===== src/rtl/rotation_column_timer.sv =====
// Rotor period measurement and per-column pulse generation.
// One turn is split into 2^SLICES_LOG2 slices of 8 columns each.
module rotation_column_timer #(
  parameter int SLICES_LOG2       = 7,
  parameter int PERIOD_BITS       = 24,
  parameter int MIN_COLUMN_CYCLES = 16
) (
  input  logic                   clk_33,
  input  logic                   rst,
  input  logic                   hall_sync,
  output logic                   column_ready,
  output logic [2:0]             column_idx,
  output logic [SLICES_LOG2-1:0] slice_idx,
  output logic                   slice_start,
  output logic                   period_valid,
  output logic [PERIOD_BITS-1:0] period
);

  localparam int PW    = PERIOD_BITS;
  localparam int XW    = SLICES_LOG2 + 3;
  localparam int SHIFT = SLICES_LOG2 + 3;

  localparam logic [PW-1:0] SAT   = '1;
  localparam logic [PW-1:0] ONE   = PW'(1);
  localparam logic [PW-1:0] MIN_I = PW'(MIN_COLUMN_CYCLES);

  typedef enum logic [1:0] {
    IDLE,
    RUN,
    HOLD
  } state_e;

  state_e        state_q, state_d;
  logic          hall_q;
  logic [PW-1:0] cnt_q, cnt_d;
  logic          seen_q, seen_d;
  logic [PW-1:0] period_q, period_d;
  logic          pval_q, pval_d;
  logic [PW-1:0] intv_q, intv_d;
  logic [PW-1:0] timer_q, timer_d;
  logic [XW-1:0] pos_q, pos_d;
  logic          ready_q, ready_d;
  logic          sstart_q, sstart_d;

  logic          hall_rise;
  logic          sat;
  logic [PW-1:0] raw;
  logic [PW-1:0] new_intv;
  logic [XW-1:0] pos_nx;

  always_comb begin
    hall_rise = hall_sync & ~hall_q;
    sat       = (cnt_q == SAT);
    raw       = cnt_q >> SHIFT;
    new_intv  = (raw < MIN_I) ? MIN_I : raw;
    pos_nx    = pos_q + XW'(1);

    cnt_d    = sat ? cnt_q : cnt_q + ONE;
    seen_d   = seen_q;
    period_d = period_q;
    pval_d   = pval_q;
    intv_d   = intv_q;
    timer_d  = timer_q;
    pos_d    = pos_q;
    state_d  = state_q;
    ready_d  = 1'b0;
    sstart_d = 1'b0;

    if (hall_rise) begin
      // The edge cycle is cycle 1 of the new turn.
      cnt_d  = ONE;
      seen_d = 1'b1;
      if (seen_q && !sat) begin
        period_d = cnt_q;
        pval_d   = 1'b1;
        intv_d   = new_intv;
        timer_d  = new_intv - ONE;
        pos_d    = '0;
        ready_d  = 1'b1;
        sstart_d = 1'b1;
        state_d  = RUN;
      end else begin
        pval_d  = 1'b0;
        state_d = IDLE;
      end
    end else if (pval_q && sat) begin
      pval_d  = 1'b0;
      state_d = IDLE;
    end else begin
      case (state_q)
        RUN: begin
          if (timer_q == '0) begin
            timer_d  = intv_q - ONE;
            pos_d    = pos_nx;
            ready_d  = 1'b1;
            sstart_d = (pos_nx[2:0] == 3'd0);
            // Last column of the turn: wait for the next edge.
            if (&pos_nx) state_d = HOLD;
          end else begin
            timer_d = timer_q - ONE;
          end
        end
        default: ;
      endcase
    end
  end

  always_ff @(posedge clk_33) begin
    if (rst) begin
      state_q  <= IDLE;
      hall_q   <= 1'b0;
      cnt_q    <= '0;
      seen_q   <= 1'b0;
      period_q <= '0;
      pval_q   <= 1'b0;
      intv_q   <= '0;
      timer_q  <= '0;
      pos_q    <= '0;
      ready_q  <= 1'b0;
      sstart_q <= 1'b0;
    end else begin
      state_q  <= state_d;
      hall_q   <= hall_sync;
      cnt_q    <= cnt_d;
      seen_q   <= seen_d;
      period_q <= period_d;
      pval_q   <= pval_d;
      intv_q   <= intv_d;
      timer_q  <= timer_d;
      pos_q    <= pos_d;
      ready_q  <= ready_d;
      sstart_q <= sstart_d;
    end
  end

  assign column_ready = ready_q;
  assign column_idx   = pos_q[2:0];
  assign slice_idx    = pos_q[XW-1:3];
  assign slice_start  = sstart_q;
  assign period_valid = pval_q;
  assign period       = period_q;

endmodule


===== config.mk =====
export PLATFORM = sky130hd
export DESIGN_NAME = rotation_column_timer
export DESIGN_NICKNAME = d
export VERILOG_FILES = /design/src/rtl/rotation_column_timer.sv
export SDC_FILE = /design/constraint.sdc
export NUM_CORES = 1
export LEC_CHECK = 0
export ABC_AREA = 1
export CAP_MARGIN = 25
export CORE_UTILIZATION = 55
export DETAILED_ROUTE_END_ITERATION = 7
export PLACE_DENSITY = 0.72
export SLEW_MARGIN = 30
export SYNTH_ARGS = -nofsm -noshare
export SYNTH_HDL_FRONTEND = slang
export SYNTH_SLANG_ARGS = --single-unit

===== constraint.sdc =====
create_clock -name clk_33 -period 3.4 [get_ports clk_33]
set_input_delay 0.34 -clock clk_33 [delete_from_list [all_inputs] [get_ports clk_33]]
set_output_delay 0.34 -clock clk_33 [all_outputs]
set_load 0.05 [all_outputs]

==> results.md <==
- IO Pins: 40
- Syn_area_per_cell: 6.75 um^2
- Clock Pin Slew Worst Setup and Hold Paths: 0.10 ns
- Clk sinks: 103
- DP HPWL: 11,800 um
- Fmax: 0.360 GHz
- Via density: 5.55
- RSZ-0062 raised after global routing: no
- Initial antenna violation count: 0
- Full die area: 0.0109 mm^2
- Yosys top cell by area: dfxtp_1
- Worst path required time: 3.69 ns
- Diodes inserted: 0
- Post-layout util: 0.640
- Worst-Skew Late Latency: 0.39 ns
- Synthesis-stage register bit count: 103
- Peak supply drop: 348 uV
- Worst R2R Start: timer_q[6]
- Worst hold path type: reg -> reg
- Iter 0 DRT Violations: 367
- Detail Route Antenna Nets: 0
- Die Span Y: 104 um
- Fin nets: 886
- Layout area overhead: 10.6%
- Max_cap viols: 0
- Slew HR: 0.358
- Area share of the leading cell type in the synthesized netlist: 0.358
- Hold buffers post-CTS: 0
- CP Data Arrival Time: 3.07 ns
- Post-synth top cells: nand2_1 (151), inv_1 (111), dfxtp_1 (103)
- Initial Util: 0.578
- H-tree levels: 3
- PortBufs: 39
- Clock buffer count from CTS: 9
- FP Rows: 36
- Synth area leaders: dfxtp_1 (36%), nand2_1 (9.8%), inv_1 (7.2%), o21ai_0 (6.2%), a21oi_1 (6.1%)
- Setup Fix Bufs, Post-CTS: 0
- Post-synthesis cell type count: 39
- Reg area: 0.00206 mm^2
- Area occupied by multi-input gates: 0.00308 mm^2
- Leak Pwr: 2.73 nW
- TNS Setup: 0 ns
- Vias in the first global route: 5,376
- First-pass GRT wire length: 26,700 um
- GPL Wtd Cong: 0.956
- Async S/R FF share, synth: 0
- Max Root-Sink Buffers: 2
- Core Area: 0.00995 mm^2
- Clock Skews: 0.0119 ns
- Largest net degree at the start of global routing: 46
- Area of the mapped netlist: 0.00576 mm^2
- DR pass1 iterations: 5
- Status: finished clean
- EDFF count, synth: 0
- Synth warn: 0
- TritonCTS clock tree: built
- Most numerous cell in the Yosys netlist: nand2_1
- Synth Instances: 853
- Wire length per cell: 15.5 um
- Kind of end point of the critical path: register
- CTS root buffer: clkbuf_8
- Endpoints failing hold: 0
- Period Utilization, post-route: 0.818
- Total routed wirelength: 15,700 um
- WS Path Type: reg -> reg
- Ys flop type: dfxtp_1
- Design Area, Final: 0.00637 mm^2
- Final-report setup violation count: 0
- Power Density: 446 mW/mm^2
- Hold Startpoint: seen_q
- Element type at the critical path start: register
- Cts repair resizes: 0
- CP Launch Point: timer_q[6]
- Worst slew pin tran: 0.964 ns
- Overflow left after global routing: 0
- GR Util All Layers: 0.305
- Fill count: 932
- Share of cells above drive strength 1: 0.0964
- DRC: 0
- Vias: 5,636
- Die W: 104 um
- Max FO, Critical Path: 17
- Mapped Nets: 862
- DP Area: 0.00619 mm^2
- Sequential area share after synthesis: 0.358
- Max-slew violations: 0
- Fin crit period: 2.78 ns
-- where the power goes --
group          switching (mW)  internal, mW  leakage (nW)  total [mW]
Sequential             0.0383          1.26         0.838        1.29
Clock                   0.444         0.275        0.0781       0.719
Combinational           0.584         0.246          1.82       0.830
Total                    1.07          1.78          2.73        2.84
-- kinds of logic (layout without fill, tap and decap cells) --
group                      count (synthesis)  in the layout  share of synthesized area
and+or+nand+nor                          403            403                      0.334
AOI/OAI and AO/OA                        166            166                      0.152
buffers and inverters                    152            181                      0.108
DFF                                      103            103                      0.358
xor gates and xnor gates                  23             23                     0.0350
adders and majority gates                  6              6                     0.0130
-- worst max-delay path, cell delays in order, from the launching register on --
cell and delay (ns):
dfxtp_1 0.34, nor2_1 0.12, nand2_1 0.08, nor2_2 0.51, nand3_4 0.34, o21bai_1 0.28, inv_1 0.07, ha_1 0.28
nand3_1 0.21, o21ai_0 0.10, nand3_1 0.10, nand3_1 0.10, nand2_1 0.11, inv_1 0.04
-- registers in the layout (all words and copies together), names as in the netlist --
signal and count:
period 24, column_ready 1, state_q 2, hall_q 1, cnt_q 24, pos_q 10, seen_q 1, period_valid 1
slice_start 1, timer_q 24, intv_q 14
-- placed cells by master, fill, tap and decap left out, types with 3 or more instances in the layout --
cell,instances
a21oi_1,70
a31oi_1,8
buf_4,7
clkbuf_8,9
clkdlybuf4s50_1,39
clkinvlp_4,3
dfxtp_1,103
ha_1,6
inv_1,111
inv_2,8
nand2_1,151
nand2_2,17
nand2_4,3
nand3_1,60
nand4_1,27
nor2_1,90
nor2_2,18
nor2_4,9
nor3_1,17
nor3_2,3
nor4_1,3
o21ai_0,71
o21ai_1,6
xnor2_1,4
xor2_1,19
-- path summary, 6_finish.rpt --
check	cells after the start	end	slack, ns
hold / removal	2	seen_q	0.47
setup / recovery	13	timer_q[10]	0.62
hold reg to reg	2	seen_q	0.47
setup reg to reg	13	timer_q[10]	0.62
-- stage by stage --
stage	worst slack, ns	power [mW]	hold slack, ns	cells
4_1_cts	0.669	2.85	0.467	1015
2_1_floorplan	1.34	1.97	0.424	853
3_3_place_gp	0.682	2.13	0.446	999
3_5_place_dp	0.571	2.14	0.450	999
6_report	0.619	2.84	0.466	1015
5_1_grt	0.381	3.01	0.495	1015
-- layout make-up --
cell class | instances | area share
clock buffer | 11 | 0.0206
clock inverter | 5 | 0.00668
inverter | 119 | 0.0701
multi-input combinational | 598 | 0.483
sequential | 103 | 0.324
tap | 133 | 0.0261
timing repair buffer | 46 | 0.0695
-- per-layer routing --
layer / wire (um) / track usage
met1: 6960 / 0.384
met2: 7480 / 0.508
met3: 709 / 0.0645
met4: 544 / 0.115
met5: 0 / 0
(Power assumes the default switching activity.)
==> RTL change, RTL diff (config.mk and constraints unchanged) <==
The parameter `PERIOD_BITS` goes from 24 to 28.
--- a/src/rtl/rotation_column_timer.sv
+++ b/src/rtl/rotation_column_timer.sv
@@ -3,5 +3,5 @@
 module rotation_column_timer #(
   parameter int SLICES_LOG2       = 7,
-  parameter int PERIOD_BITS       = 24,
+  parameter int PERIOD_BITS       = 28,
   parameter int MIN_COLUMN_CYCLES = 16
 ) (
Ports: changed (resized period); port bits go from 40 to 44. No check against the original RTL was run, so the function may have changed too.
==> RTL change against the original RTL <==
- cell count rose by 24%
- clock skew down 4.1 ps
- cell area is 26% higher
- worst setup slack got worse by 38 ps
- clock power grew to 2.7 times the old value
- sequential cell count is 16 higher
- via count is 23% higher
- wire length increased by 21%
- worst hold slack worse by 25 ps
- total power up 59%
- area after synthesis grew 20%
- sequential power increased by 16%
- highest routed layer unchanged
==> RTL change: results (changes against the original RTL) <==
[placement]
dp_hpwl_um=13200  ; +12%
gp_congestion=0.917  ; -4.0%
dp_slack_ps=661  ; +90.2 ps
dpl_cell_area_sq_um=7360  ; +19%
io_buffers=43  ; +10%

[detailed_routing]
wl_met3_um=1160  ; +63%
first_pass_iters=6  ; +1
routed_wl_um=19000  ; +21%
wl_met1_um=8740  ; +26%

[final_layout]
clock_area_share_pct=7.98  ; +5.2 points
drive_gt1_share_pct=9.85  ; +0.22 points
buffer_area_share_pct=6.04  ; -0.92 points
fillerInstances=1147  ; +23%
multi_input_area_share_pct=47.1  ; -1.2 points
seqCellArea_sq_um=2380  ; +16%
multi_input_gates=750  ; +25%
clkbuf_count=22  ; +11

[logic_synthesis]
syn-num-nets=1057  ; +23%
synthTopCellsByCount=nand2_1 (217), inv_1 (130), dfxtp_1 (119)
synth_top_area_share_pct=34.4  ; -1.4 points
ys_warn_count=0  ; unchanged
ys_seq_area_share_pct=34.4  ; -1.4 points
synth_area_leaders=dfxtp_1 (34%), nand2_1 (12%), nand3_1 (7.4%)
ys_types=47  ; +21%

[status]
status=finished, final reports clean

[setup_path]
critPathSlowestCell=dfxtp_1
critPathMaxFanout=45  ; +28

[clock_network]
cts_buffers=17  ; +8
htreeDepth=4  ; +1
cts-root-buf=clkbuf_16
clkLatencyLatePin_ps=420  ; +30 ps

[global_route]
grt_use_met2_pct=50.1  ; -0.62 points
grtUsageTotal_pct=30.5  ; +0.032 points
grt_max_degree=54  ; +17%
grt_pass1_wl_um=30900  ; +16%
grt_use_met3_pct=5.13  ; -1.3 points

[pwr]
vdd_drop_max_mv=0.369  ; +6.0%
leakagePower_nw=3.52  ; +29%
intPower_w=0.00307  ; +73%

[timing]
finClkSkew_ps=7.80  ; -4.11 ps

==> RTL change: power by group through the flow <==
stage	registers, W	clock network [W]	logic, W
global route	0.00151	0.00202	0.00118
CTS	0.00150	0.00196	0.00105
floorplan	0.00158	0	0.000791
finish	0.00150	0.00195	0.00107
global placement	0.00153	0	0.00104
detailed placement	0.00153	0	0.00104
==> RTL change: cell families (layout without fill, tap and decap cells) <==
logic type	after synthesis	after routing	share of synthesized area [%]
AND/OR/NAND/NOR	522	522	35.0
AO/OA/AOI/OAI	197	197	15.1
buffers and inverters	179	217	11.2
flip-flops	119	119	34.4
XOR/XNOR	25	25	3.16
adder cells (fa/ha/maj)	6	6	1.08
==> RTL change: final timing paths <==
| kind | from | end | slack (ps) | cells past startpoint |
|---|---|---|---|---|
| worst max-delay path | cnt_q[0]$_SDFFE_PP0P_ | timer_q[8]$_SDFFE_PP0P_ | 580 | 12 |
| worst min-delay path | period[23]$_SDFFE_PP0P_ | period[23]$_SDFFE_PP0P_ | 440 | 2 |
| worst max register to register | cnt_q[0]$_SDFFE_PP0P_ | timer_q[8]$_SDFFE_PP0P_ | 580 | 12 |
| worst min register to register | period[23]$_SDFFE_PP0P_ | period[23]$_SDFFE_PP0P_ | 440 | 2 |
==> RTL change: worst min-delay path, cell delays in order (launching register included) <==
cell     delay, ps
dfxtp_1        300
inv_1           50
a21oi_1         50
==> RTL change: metrics by stage <==
step	instances	power [W]	utilization [%]
6_report	1254	0.00453	65.8
5_1_grt	1254	0.00471	65.8
4_1_cts	1254	0.00452	65.8
3_5_place_dp	1224	0.00257	60.5
3_3_place_gp	1224	0.00257	60.5
2_1_floorplan	1048	0.00237	-
